<file path="src/rtl/mem_access_sequencer_if.sv">
// Bundle between the memory access sequencer, the core datapath and the unified memory.
// Latency: none, wires only.
// Backpressure: mem_ready from memory stalls the sequencer; the core sees it through busy/PCWrite.
interface mem_access_sequencer_if #(
  parameter int AW = 32,
  parameter int DW = 32
);
  // datapath / decode side
  logic [AW-1:0] pc;
  logic [AW-1:0] alu_result;
  logic [DW-1:0] write_data;
  logic          MemWrite;
  logic          ResultSrc;
  logic [DW-1:0] instr;
  logic [DW-1:0] read_data;
  logic          PCWrite;
  logic          busy;
  logic          err;
  // memory side
  logic          mem_ready;
  logic [DW-1:0] mem_rdata;
  logic          mem_req;
  logic          mem_we;
  logic [AW-1:0] mem_addr;
  logic [DW-1:0] mem_wdata;

  modport master (
    input  pc, alu_result, write_data, MemWrite, ResultSrc, mem_ready, mem_rdata,
    output mem_req, mem_we, mem_addr, mem_wdata, instr, read_data, PCWrite, busy, err
  );

  modport slave (
    output pc, alu_result, write_data, MemWrite, ResultSrc, mem_ready, mem_rdata,
    input  mem_req, mem_we, mem_addr, mem_wdata, instr, read_data, PCWrite, busy, err
  );
endinterface

</file>
<file path="src/rtl/mem_access_sequencer.sv">
// Shares one single-port memory between instruction fetch and load/store; PERF_CNT_EN adds perf counters.
// Latency: ALU instr 2 cycles, load/store 4 cycles with zero-wait memory, +1 per wait cycle.
// Backpressure: request held stable until mem_ready; MAX_WAIT-cycle stall ends in sticky ERROR.
module mem_access_sequencer #(
  parameter int AW       = 32,
  parameter int DW       = 32,
  parameter int MAX_WAIT = 16
) (
  input  logic                   clk,
  input  logic                   rst,
  mem_access_sequencer_if.master bus
`ifdef PERF_CNT_EN
  ,
  output logic [31:0]            instr_count,
  output logic [31:0]            wait_count
`endif
);

  localparam int CW = (MAX_WAIT > 2) ? $clog2(MAX_WAIT) : 1;
  localparam logic [CW-1:0] WAIT_LAST = CW'(MAX_WAIT - 1);

  typedef enum logic [2:0] {
    S_IDLE,
    S_FETCH,
    S_EXEC,
    S_DATA,
    S_WB,
    S_ERROR
  } state_t;

  state_t        state_q, state_d;
  logic [CW-1:0] wait_q, wait_d;
  logic [DW-1:0] instr_q, instr_d;
  logic [DW-1:0] rdata_q, rdata_d;

  logic          req_c;
  logic          we_c;
  logic [AW-1:0] addr_c;
  logic [DW-1:0] wdata_c;
  logic          pcwrite_c;

  // State, wait counter and latched instruction / load data
  always_ff @(posedge clk or negedge rst) begin
    if (!rst) begin
      state_q <= S_IDLE;
      wait_q  <= '0;
      instr_q <= '0;
      rdata_q <= '0;
    end else begin
      state_q <= state_d;
      wait_q  <= wait_d;
      instr_q <= instr_d;
      rdata_q <= rdata_d;
    end
  end

  // Next state and memory request; outputs decode from state so reset drops mem_req at once
  always_comb begin
    state_d   = state_q;
    wait_d    = wait_q;
    instr_d   = instr_q;
    rdata_d   = rdata_q;
    req_c     = 1'b0;
    we_c      = 1'b0;
    addr_c    = '0;
    wdata_c   = '0;
    pcwrite_c = 1'b0;
    case (state_q)
      S_IDLE: begin
        wait_d  = '0;
        state_d = S_FETCH;
      end
      S_FETCH: begin
        req_c  = 1'b1;
        addr_c = bus.pc;
        if (bus.mem_ready) begin
          instr_d = bus.mem_rdata;
          state_d = S_EXEC;
        end else if (wait_q == WAIT_LAST) begin
          state_d = S_ERROR;
        end else begin
          wait_d = wait_q + CW'(1);
        end
      end
      S_EXEC: begin
        // Decode has had a cycle to settle on the new instr
        wait_d = '0;
        if (bus.MemWrite || bus.ResultSrc) begin
          state_d = S_DATA;
        end else begin
          pcwrite_c = 1'b1;
          state_d   = S_FETCH;
        end
      end
      S_DATA: begin
        req_c   = 1'b1;
        addr_c  = bus.alu_result;
        we_c    = bus.MemWrite;
        wdata_c = bus.write_data;
        if (bus.mem_ready) begin
          // MemWrite wins when both are set, so read_data is left alone
          if (bus.ResultSrc && !bus.MemWrite) begin
            rdata_d = bus.mem_rdata;
          end
          state_d = S_WB;
        end else if (wait_q == WAIT_LAST) begin
          state_d = S_ERROR;
        end else begin
          wait_d = wait_q + CW'(1);
        end
      end
      S_WB: begin
        pcwrite_c = 1'b1;
        wait_d    = '0;
        state_d   = S_FETCH;
      end
      S_ERROR: begin
        wait_d  = '0;
        state_d = S_ERROR;
      end
      default: begin
        state_d = S_IDLE;
      end
    endcase
  end

  assign bus.mem_req   = req_c;
  assign bus.mem_we    = we_c;
  assign bus.mem_addr  = addr_c;
  assign bus.mem_wdata = wdata_c;
  assign bus.PCWrite   = pcwrite_c;
  assign bus.instr     = instr_q;
  assign bus.read_data = rdata_q;
  assign bus.busy      = (state_q != S_IDLE) && (state_q != S_ERROR);
  assign bus.err       = (state_q == S_ERROR);

`ifdef PERF_CNT_EN
  logic [31:0] icnt_q, icnt_d;
  logic [31:0] wcnt_q, wcnt_d;

  // Retired-instruction and memory-stall counters, free-running with wrap
  always_comb begin
    icnt_d = icnt_q;
    wcnt_d = wcnt_q;
    if (pcwrite_c) begin
      icnt_d = icnt_q + 32'd1;
    end
    if (req_c && !bus.mem_ready) begin
      wcnt_d = wcnt_q + 32'd1;
    end
  end

  // Counter registers
  always_ff @(posedge clk or negedge rst) begin
    if (!rst) begin
      icnt_q <= '0;
      wcnt_q <= '0;
    end else begin
      icnt_q <= icnt_d;
      wcnt_q <= wcnt_d;
    end
  end

  assign instr_count = icnt_q;
  assign wait_count  = wcnt_q;
`endif

endmodule

</file>
<file path="src/flat_wrapper.sv">
// flat-port wrapper written by rule: the top's interface ports become plain ports
module mem_access_sequencer_flat 
#(
  parameter int AW       = 32,
  parameter int DW       = 32,
  parameter int MAX_WAIT = 16
)
  (clk, rst, bus_pc, bus_alu_result, bus_write_data, bus_MemWrite, bus_ResultSrc, bus_mem_ready, bus_mem_rdata, bus_mem_req, bus_mem_we, bus_mem_addr, bus_mem_wdata, bus_instr, bus_read_data, bus_PCWrite, bus_busy, bus_err);
  mem_access_sequencer_if #(.AW(AW), .DW(DW)) bus_i ();
  input  logic clk;
  input  logic rst;
  input wire logic [$bits(bus_i.pc)-1:0] bus_pc;
  input wire logic [$bits(bus_i.alu_result)-1:0] bus_alu_result;
  input wire logic [$bits(bus_i.write_data)-1:0] bus_write_data;
  input wire logic [$bits(bus_i.MemWrite)-1:0] bus_MemWrite;
  input wire logic [$bits(bus_i.ResultSrc)-1:0] bus_ResultSrc;
  input wire logic [$bits(bus_i.mem_ready)-1:0] bus_mem_ready;
  input wire logic [$bits(bus_i.mem_rdata)-1:0] bus_mem_rdata;
  output wire logic [$bits(bus_i.mem_req)-1:0] bus_mem_req;
  output wire logic [$bits(bus_i.mem_we)-1:0] bus_mem_we;
  output wire logic [$bits(bus_i.mem_addr)-1:0] bus_mem_addr;
  output wire logic [$bits(bus_i.mem_wdata)-1:0] bus_mem_wdata;
  output wire logic [$bits(bus_i.instr)-1:0] bus_instr;
  output wire logic [$bits(bus_i.read_data)-1:0] bus_read_data;
  output wire logic [$bits(bus_i.PCWrite)-1:0] bus_PCWrite;
  output wire logic [$bits(bus_i.busy)-1:0] bus_busy;
  output wire logic [$bits(bus_i.err)-1:0] bus_err;
  assign bus_i.pc = bus_pc;
  assign bus_i.alu_result = bus_alu_result;
  assign bus_i.write_data = bus_write_data;
  assign bus_i.MemWrite = bus_MemWrite;
  assign bus_i.ResultSrc = bus_ResultSrc;
  assign bus_i.mem_ready = bus_mem_ready;
  assign bus_i.mem_rdata = bus_mem_rdata;
  assign bus_mem_req = bus_i.mem_req;
  assign bus_mem_we = bus_i.mem_we;
  assign bus_mem_addr = bus_i.mem_addr;
  assign bus_mem_wdata = bus_i.mem_wdata;
  assign bus_instr = bus_i.instr;
  assign bus_read_data = bus_i.read_data;
  assign bus_PCWrite = bus_i.PCWrite;
  assign bus_busy = bus_i.busy;
  assign bus_err = bus_i.err;
  mem_access_sequencer #(.AW(AW), .DW(DW), .MAX_WAIT(MAX_WAIT)) u_core (.clk(clk), .rst(rst), .bus(bus_i));
endmodule
</file>
<file path="config.mk">
export PLATFORM = sky130hd
export DESIGN_NAME = mem_access_sequencer_flat
export DESIGN_NICKNAME = d
export VERILOG_FILES = /design/src/rtl/mem_access_sequencer_if.sv /design/src/rtl/mem_access_sequencer.sv /design/src/flat_wrapper.sv
export SDC_FILE = /design/constraint.sdc
export NUM_CORES = 1
export LEC_CHECK = 0
export ABC_AREA = 1
export BUFFER_PORTS_ARGS = -buffer_cell sky130_fd_sc_hd__buf_2
export CAP_MARGIN = 40
export CORE_ASPECT_RATIO = 0.5
export CORE_MARGIN = 2
export CORE_UTILIZATION = 40
export DETAILED_ROUTE_END_ITERATION = 10
export PLACE_DENSITY_LB_ADDON = 0.1
export SYNTH_ARGS = -nofsm -noshare
export SYNTH_HDL_FRONTEND = slang
export SYNTH_SLANG_ARGS = --single-unit
export TNS_END_PERCENT = 100
</file>
<file path="constraint.sdc">
create_clock -name clk -period 1.6 [get_ports clk]
set_input_delay 0.24 -clock clk [delete_from_list [all_inputs] [get_ports clk]]
set_output_delay 0.24 -clock clk [all_outputs]
set_load 0.02 [all_outputs]
</file>
### Yosys cells after proc, flatten, opt, wreduce, memory -nomap -nowiden

Index checks and enable logic that the tools add are counted.
W data, S select, Z words.

* word-level logic and storage cells: 41
* input bits: 133
* output and inout bits: 133
* register bits after elaboration: 71

* reductions and logical operators: 13
* equality and inequality tests: 9
* add/subtract/negate cells: 1
* muxes and demuxes: 14

Operator list (number)
* $pmux W32 S2: 1
* $mux W32: 1
* $pmux W3 S5: 1
* $mux W3: 3
* $mux W4: 2
* $pmux W4 S2: 1
* $eq A3 B2 Y1 const B: 2
* $eq A3 B3 Y1 const B: 2
* $reduce_and A3 Y1: 2
* $add A4 B1 Y4 const B: 1
* $eq A4 B4 Y1 const B: 1
* $ne A2 B2 Y1 const B: 2
* $reduce_or A2 Y1: 2
* $reduce_or A4 Y1: 1
* $eq A3 B1 Y1 const B: 1
* $logic_not A3 Y1: 1
* $mux W1: 3
* $ne A3 B3 Y1 const B: 1
* $reduce_bool A3 Y1: 1
* $logic_and A1 B1 Y1: 2
* $mux W2: 1
* $pmux W1 S2: 1
* $reduce_and A2 Y1: 1
* $reduce_bool A2 Y1: 1
* 2 further kinds: 2

### Longest topological paths before layout

Gate-level depths: netlist (run 1).

* depth after elaboration: 4
* gate-level depth with buffers: 8
* mapped depth without buffers: 7

### Least setup slack after synthesis (run 1)

OpenSTA, ideal clock, no wires.

* path kind: register to output
* from: register u_core.state_q[2]
* to: output bus_mem_wdata[10]
* cell stages (with the launch flop): 7
* setup slack: 63 ps
* data required time: 1360 ps
* arrival: 1297 ps
* buffers on the path: 1
* cells stage by stage: dfrtp_1 -> inv_2 -> nand2_2 -> nor2_4 -> inv_2 -> buf_2 -> nor2_1

* longest elaborated chain between the ends: 2

RTL lines
* start, declared: RTL line mem_access_sequencer.sv:31 `state_t state_q, state_d;`
* start signal, assigned: RTL line mem_access_sequencer.sv:50 `state_q <= state_d;`
* $eq A3 B2 Y1: RTL line mem_access_sequencer.sv:68 `case (state_q)`
* $mux W32: RTL line mem_access_sequencer.sv:68
* end, declared: RTL line flat_wrapper.sv:22 `output wire logic [$bits(bus_i.mem_wdata)-1:0] bus_mem_wdata;`

No other way between the ends.

### Worst setup path after layout (run 1)

* from: register u_core.state_q[2]
* to: output bus_mem_addr[5]

* longest elaborated chain between the ends: 2
* elaborated cells on any way between the ends: 3
* those cells by class: 2 x eq/ne; 1 x mux

RTL lines
* $eq A3 B2 Y1 or $eq A3 B1 Y1 (tied branches): RTL line mem_access_sequencer.sv:68
* $pmux W32 S2 (*): RTL line mem_access_sequencer.sv:68
* end, declared: RTL line flat_wrapper.sv:21 `output wire logic [$bits(bus_i.mem_addr)-1:0] bus_mem_addr;`

Mark *: on every way between the ends. The rest lies on a longest branch, timed or not.

==> results of run 1 <==
[critical path, cell delays in order (launching register included)]
cell                        delay (ns)
sky130_fd_sc_hd__dfrtp_1          0.38
sky130_fd_sc_hd__inv_2            0.08
sky130_fd_sc_hd__nand2_4          0.07
sky130_fd_sc_hd__nor2_4           0.15
sky130_fd_sc_hd__buf_12           0.14
sky130_fd_sc_hd__clkbuf_16        0.14
sky130_fd_sc_hd__nand2_1          0.05
sky130_fd_sc_hd__nand2_1          0.07
sky130_fd_sc_hd__buf_6            0.12
[state kept, by name, summed over array words and instances (netlist names)]
register,flops
u_core.wait_q,4
u_core.bus.read_data,32
u_core.bus.instr,32
u_core.state_q,3
[per-layer routing]
metal	up-vias	track usage, %	wire (um)
met4	0	7.99	209
met3	19	6.39	800
met5	-	0	0
met2	117	36.9	5340
li1	1972	-	-
met1	1711	28.0	4780
[final cells by class]
| type | count | area [um^2] |
|---|---|---|
| fillers | 774 | 2800 |
| multi-input cells | 302 | 1460 |
| clock buffers | 9 | 225 |
| inverters | 74 | 288 |
| clock inverters | 6 | 93.8 |
| flip-flops and latches | 71 | 1780 |
| well taps | 117 | 146 |
| repair buffers | 285 | 1830 |
[logic make-up (layout without fill, tap and decap cells)]
logic type / count (synthesis) / in the layout / synth area share, %
buf+inv: 96 / 374 / 11.8
flops: 71 / 71 / 50.5
compound gates: 68 / 68 / 10.8
fa+ha+maj: 1 / 1 / 0.356
simple gates: 233 / 233 / 26.5
[metrics by stage]
step / setup TNS, ns / total power [W] / util, % / area [um^2]
finish: -9.39 / 0.00420 / 67.5 / 5820
global route: -14.72 / 0.00437 / 67.5 / 5820
CTS: -10.30 / 0.00425 / 65.9 / 5680
detailed placement: 0 / 0.00208 / 58.0 / 5000
global placement: 0 / 0.00208 / 58.0 / 5000
floorplan: 0 / 0.00187 / - / 3520
[synthesized netlist by cell type, types with 2 or more instances]
cell                       instances
sky130_fd_sc_hd__nor2_4            2
sky130_fd_sc_hd__inv_1            71
sky130_fd_sc_hd__nand4_1           5
sky130_fd_sc_hd__buf_2            11
sky130_fd_sc_hd__dfrtp_1          71
sky130_fd_sc_hd__buf_6             5
sky130_fd_sc_hd__o21ai_1          46
sky130_fd_sc_hd__o21ai_0          11
sky130_fd_sc_hd__nand3_1          10
sky130_fd_sc_hd__o21ai_2          10
sky130_fd_sc_hd__clkbuf_1          2
sky130_fd_sc_hd__nand2_1         174
sky130_fd_sc_hd__inv_2             3
sky130_fd_sc_hd__nor2_1           39
sky130_fd_sc_hd__buf_1             3
[power groups by stage]
| stage | Sequential, W | Combinational, W | Clock [W] |
|---|---|---|---|
| 6_report | 0.00180 | 0.000266 | 0.00214 |
| 5_1_grt | 0.00179 | 0.000297 | 0.00228 |
| 4_1_cts | 0.00180 | 0.000257 | 0.00220 |
| 3_5_place_dp | 0.00183 | 0.000253 | 0 |
| 3_3_place_gp | 0.00183 | 0.000250 | 0 |
| 2_1_floorplan | 0.00183 | 0.0000435 | 0 |
[path summary, 6_finish.rpt]
kind                                             startpoint                                   end  slack [ns]  cells after the start
max                             u_core.state_q[2]$_DFF_PN0_                       bus_mem_addr[5]       -0.19                      8
min                                       bus_mem_rdata[13]      u_core.bus.instr[13]$_DFFE_PN0P_        0.16                      3
max reg2reg                     u_core.state_q[2]$_DFF_PN0_  u_core.bus.read_data[23]$_DFFE_PN0P_        0.05                      9
min reg2reg                u_core.bus.instr[25]$_DFFE_PN0P_      u_core.bus.instr[25]$_DFFE_PN0P_        0.47                      2
max in group asynchronous                               rst      u_core.bus.instr[16]$_DFFE_PN0P_        0.67                      3
min in group asynchronous                               rst  u_core.bus.read_data[24]$_DFFE_PN0P_        0.32                      2
[what timing repair did]
action,in CTS,in global routing
pin swaps,2,8
hold buffers,1,0
endpoints found under the setup margin,66,100
gates cloned,1,1
setup buffers,7,2
gates resized for setup,92,43
endpoints found under the hold margin,10,0
[layout by cell type (no fill, tap or decap), types with 4 or more instances in the layout]
cell type and instances:
sky130_fd_sc_hd__nand2_1 151, sky130_fd_sc_hd__nand2_4 4, sky130_fd_sc_hd__o21ai_0 11, sky130_fd_sc_hd__nor2_1 24, sky130_fd_sc_hd__nand3_1 10, sky130_fd_sc_hd__buf_6 28, sky130_fd_sc_hd__nand4_1 5, sky130_fd_sc_hd__buf_12 7
sky130_fd_sc_hd__buf_4 39, sky130_fd_sc_hd__inv_1 70, sky130_fd_sc_hd__buf_2 209, sky130_fd_sc_hd__o21ai_2 10, sky130_fd_sc_hd__nor2_2 13, sky130_fd_sc_hd__nor2_4 4, sky130_fd_sc_hd__nand2_2 20, sky130_fd_sc_hd__clkbuf_16 10
sky130_fd_sc_hd__dfrtp_1 70, sky130_fd_sc_hd__o21ai_1 46
==> implementation parameters, run 1 <==
Parameter                              Value

Run status
  Outcome ... finished, violations left
  Failing checks ... setup timing

Die
  Height of the die ... 70.3 um
  Standard-cell row count ... 24
  Starting Density ... 40.8%
  Total I/O pin count ... 266
  Core area ... 8620 um^2
  Die width ... 137 um
  Area enclosed by the die boundary ... 9600 um^2

Worst setup path
  Endpoint required time on the critical path ... 1.36 ns
  Startpoint Class ... flop
  Category of the most critical setup path ... flop to output pin
  Arrival time of the worst setup path ... 1.55 ns
  Element type at the critical path end ... output pin
  Biggest fanout along the worst timing path ... 5

Drt
  Vias per std cell ... 4.42
  Detailed-route DRC error count ... 0
  Average routed wire per standard cell ... 12.9 um
  Sum of routed wire length over all layers ... 11.1 mm
  Drt first pass iters ... 4
  Number of vias after detailed routing ... 3819
  Post-route ant nets ... 0
  Starting DRT DRC Count ... 163

Yosys
  Gate count after technology mapping ... 469
  Area share of the largest cell type after synthesis ... 50.5%
  Total of flip-flops plus latches after synthesis ... 71
  Most area-consuming cells after synthesis ... sky130_fd_sc_hd__dfrtp_1 (51%), sky130_fd_sc_hd__nand2_1 (19%), sky130_fd_sc_hd__inv_1 (7.6%), sky130_fd_sc_hd__o21ai_1 (6.5%), sky130_fd_sc_hd__nor2_1 (4.2%)
  Unique cell type count in the Yosys netlist ... 21
  Sequential cell area fraction in the yosys report ... 50.5%
  Synth Area per Inst ... 7.50 um^2
  Number of nets in the synthesized netlist ... 603
  Count of flip-flops with a built-in enable after synthesis ... 0
  Warnings, synthesis ... 0
  Top flip-flop cell by instance count after synthesis ... sky130_fd_sc_hd__dfrtp_1
  Netlist Area Pre-Place ... 3520 um^2
  Fraction of registers with async set/reset ... 100%
  Cell type contributing the most total cell area after synthesis ... sky130_fd_sc_hd__dfrtp_1

Pwr
  Switching power of the nets ... 0.000908 W
  Switching Fraction ... 21.6%
  Share of power burned in registers ... 42.7%
  Clock Power Share ... 51.0%
  Largest voltage drop on the vdd net ... 0.638 mV
  Combinational share of power ... 6.3%
  Total power density per cell area ... 723 nW/um^2
  Leakage dissipation ... 3.54 nW
  Internal power ... 0.00330 W

GRT
  Number of antenna violations at the first check in global routing ... 0
  Total overflow reported by the global router ... 0
  Maximum number of pins on one net before global-route repair ... 65
  Overall global routing resource usage ... 22.3%
  Vias in the first global route ... 3523
  Wire length of the first global-routing pass ... 16.8 mm

Timing
  Unrepaired setup endpoints after global routing ... yes
  Count of final hold-check violations ... 0
  Upper clock frequency limit ... 0.560 GHz
  Minimum clock period ... 1.79 ns
  Ratio of final minimum period to clock period ... 112%
  Hold_ws ... 0.155 ns
  Slew Limit Headroom ... 67.6%
  Actual slew at the worst max-slew pin ... 0.483 ns
  Number of max-slew violations in the final report ... 0
  Setup Viol. Count Final ... 67
  Max Clock Skew ... 0.00867 ns
  Crit path setup slack, layout ... -0.186 ns

Hold path
  Min-Delay Path Class ... input port to flop

Run
  Maximum capacitance violations ... 0

Clocking
  Number of clock sinks seen by CTS ... 71
  Clock latency on the worst-skew pair ... 0.34 ns
  Clock-pin slew on the worst setup and hold paths ... 0.06 ns
  Number of clock buffers inserted by TritonCTS ... 9
  Clock tree from TritonCTS ... done
  H-tree Lvls ... 3
  Max Root-Sink Buffers ... 2
  Clock Root Buffer ... sky130_fd_sc_hd__clkbuf_16

Place
  Port bufs ... 265
  Number of placed cells counting well taps ... 838
  Post-Place Worst Slack ... 0.00778 ns
  HPWL after DPL ... 7.86 mm
  Final RePlAce weighted congestion ... 0.813

Layout
  Layout Area Growth over Synthesis ... 65.4%
  Final std cells w/o fill ... 864
  Layout cell share with drive strength beyond 1 ... 47.9%
  Net count, final ... 877
  Number of antenna repair diodes ... 0
(Power assumes the default switching activity.)
==> run 2, diff against run 1 <==
--- a/config.mk
+++ b/config.mk
@@ -13,6 +13,7 @@
 export CORE_UTILIZATION = 40
 export DETAILED_ROUTE_END_ITERATION = 10
 export PLACE_DENSITY_LB_ADDON = 0.1
+export SETUP_SLACK_MARGIN = 0.02
 export SYNTH_ARGS = -nofsm -noshare
 export SYNTH_HDL_FRONTEND = slang
 export SYNTH_SLANG_ARGS = --single-unit
==> constraint.sdc (replaced) <==
create_clock -name clk -period 1.9 [get_ports clk]
set_input_delay 0.285 -clock clk [delete_from_list [all_inputs] [get_ports clk]]
set_output_delay 0.285 -clock clk [all_outputs]
set_load 0.02 [all_outputs]
==> implementation parameters, run 2 (synthesized netlist as in run 1, its figures left out) <==
Parameter                              Value

Clocking
  Clock-pin slew on the worst setup and hold paths ... 0.06 ns
  Clock Root Buffer ... sky130_fd_sc_hd__clkbuf_16
  Clock latency on the worst-skew pair ... 0.33 ns
  Clock tree from TritonCTS ... done
  Number of clock buffers inserted by TritonCTS ... 9
  H-tree Lvls ... 3
  Number of clock sinks seen by CTS ... 71
  Max Root-Sink Buffers ... 2

Drt
  Starting DRT DRC Count ... 167
  Drt first pass iters ... 4
  Average routed wire per standard cell ... 12.7 um
  Post-route ant nets ... 0
  Vias per std cell ... 4.42
  Detailed-route DRC error count ... 0
  Number of vias after detailed routing ... 3809
  Sum of routed wire length over all layers ... 10.9 mm

Die
  Standard-cell row count ... 24
  Total I/O pin count ... 266
  Starting Density ... 40.8%
  Core area ... 8620 um^2
  Die width ... 137 um
  Height of the die ... 70.3 um
  Area enclosed by the die boundary ... 9600 um^2

Worst setup path
  Cell family contributing the most delay on the critical path ... buffers and inverters
  Most repeated library cell on the critical path ... sky130_fd_sc_hd__nand2_1
  Crit path cell chain ... inv_2, nand2_4, nor2_4, buf_12, clkbuf_16, nand2_1, nand2_1, buf_6
  R2R cell count ... 8
  Setup slack on the worst flop-to-flop path ... 0.27 ns
  Critical Path Max Stage Delay ... 0.38 ns
  Worst-path cell with the longest stage delay ... sky130_fd_sc_hd__dfrtp_1
  Endpoint required time on the critical path ... 1.62 ns
  Biggest fanout along the worst timing path ... 9
  Number of buffer and inverter instances along the worst setup path ... 4
  Category of the most critical setup path ... flop to output pin
  Element type at the critical path end ... output pin
  Arrival time of the worst setup path ... 1.57 ns
  Startpoint Class ... flop
  Reg-to-reg endpoint ... u_core.bus.read_data[8]$_DFFE_PN0P_
  Startpoint of the lowest-slack register-to-register path ... u_core.state_q[0]$_DFF_PN0_

Pwr
  Largest voltage drop on the vdd net ... 0.533 mV
  Leakage dissipation ... 3.50 nW
  Total power density per cell area ... 595 nW/um^2

Hold path
  Worst Hold End ... u_core.bus.instr[13]$_DFFE_PN0P_
  Hold path startpoint ... bus_mem_rdata[13]
  Depth of the worst hold-timing path ... 3
  Min-Delay Path Class ... input port to flop

Run
  Maximum capacitance violations ... 0

GRT
  Maximum number of pins on one net before global-route repair ... 72
  Overall global routing resource usage ... 21.6%
  Number of antenna violations at the first check in global routing ... 0
  Vias in the first global route ... 3485
  Wire length of the first global-routing pass ... 16.4 mm
  Total overflow reported by the global router ... 0

Timing
  Max Clock Skew ... 0.00938 ns
  Ratio of final minimum period to clock period ... 97.7%
  Number of max-slew violations in the final report ... 0
  Setup Viol. Count Final ... 0
  Unrepaired setup endpoints after global routing ... yes
  Count of final hold-check violations ... 0
  Actual slew at the worst max-slew pin ... 0.479 ns
  Upper clock frequency limit ... 0.539 GHz
  Minimum clock period ... 1.86 ns
  Slew Limit Headroom ... 67.9%

Place
  HPWL after DPL ... 7.93 mm
  Final RePlAce weighted congestion ... 0.846
  Port bufs ... 265
  Post-placement cell area ... 4960 um^2

Layout
  Net count, final ... 873
  Commonest cells after routing, fill and taps aside ... sky130_fd_sc_hd__buf_2 (210), sky130_fd_sc_hd__nand2_1 (162), sky130_fd_sc_hd__inv_1 (71)
  Leading cell type in the layout, fill and taps excluded ... sky130_fd_sc_hd__buf_2
  Number of antenna repair diodes ... 0
  Final core utilization ... 65.8%
  Total non-filler cell area in the finished layout ... 5670 um^2
  Layout Area Growth over Synthesis ... 61.2%
  Layout cell share with drive strength beyond 1 ... 45.4%

Run status
  Outcome ... finished clean
==> run 2: how the worst max path moves through the flow <==
stage,startpoint,end,slack (ns),cells past startpoint
finish,u_core.state_q[2]$_DFF_PN0_,bus_mem_addr[12],0.04,8
global placement,u_core.state_q[2]$_DFF_PN0_,bus_mem_we,0.25,6
floorplan,u_core.state_q[2]$_DFF_PN0_,bus_mem_wdata[10],0.32,6
CTS,u_core.state_q[2]$_DFF_PN0_,bus_mem_addr[21],0.02,8
detailed placement,u_core.state_q[2]$_DFF_PN0_,bus_mem_we,0.18,6
global route,u_core.state_q[2]$_DFF_PN0_,bus_mem_addr[12],-0.04,8
==> run 2: per-layer routing <==
layer	wire length, um	track usage [%]	vias up
met3	788	7.12	6
met1	4560	26.7	1728
met5	0	0	-
met4	89	4.63	0
li1	-	-	1959
met2	5470	36.8	116
==> run 2: stage by stage <==
stage	instances	power, W	setup TNS [ns]	setup WS [ns]	hold slack [ns]
final	861	0.00338	0	0.0433	0.213
after floorplan	469	0.00158	0	0.318	-0.0106
after detailed placement	836	0.00175	0	0.176	0.343
after global routing	861	0.00352	-0.148	-0.0407	0.211
after global placement	836	0.00175	0	0.245	0.344
after CTS	857	0.00341	0	0.0201	0.210
==> run 2: layout make-up <==
class | count | area (um^2)
fillers | 767 | 2950
inverters | 74 | 285
clock inverters | 7 | 72.6
clock buffers | 9 | 225
repair buffers | 281 | 1780
well taps | 117 | 146
flip-flops and latches | 71 | 1780
multi-input cells | 302 | 1390
==> run 2: worst register-to-register path, cell delays in order (launching register included) <==
cell,delay [ns]
sky130_fd_sc_hd__dfrtp_1,0.45
sky130_fd_sc_hd__nand2_4,0.14
sky130_fd_sc_hd__nor2_4,0.05
sky130_fd_sc_hd__buf_12,0.14
sky130_fd_sc_hd__buf_4,0.14
sky130_fd_sc_hd__nand3_4,0.05
sky130_fd_sc_hd__buf_6,0.38
sky130_fd_sc_hd__nand2_1,0.13
sky130_fd_sc_hd__o21ai_1,0.09
==> run 2: report_power, final <==
| group | total (W) | internal (W) | switching (W) |
|---|---|---|---|
| Sequential | 0.00151 | 0.00151 | 0 |
| Combinational | 0.000219 | 0.000111 | 0.000108 |
| Clock | 0.00164 | 0.00102 | 0.000627 |
==> run 2: repair_timing <==
action                     4_1_cts  5_1_grt
setup endpoints to repair       65       89
hold buffers                     1        0
gates cloned                     1        2
hold endpoints to repair        51        0
gates resized for setup          8       99
setup buffers                    3        2
pin swaps                        1        4
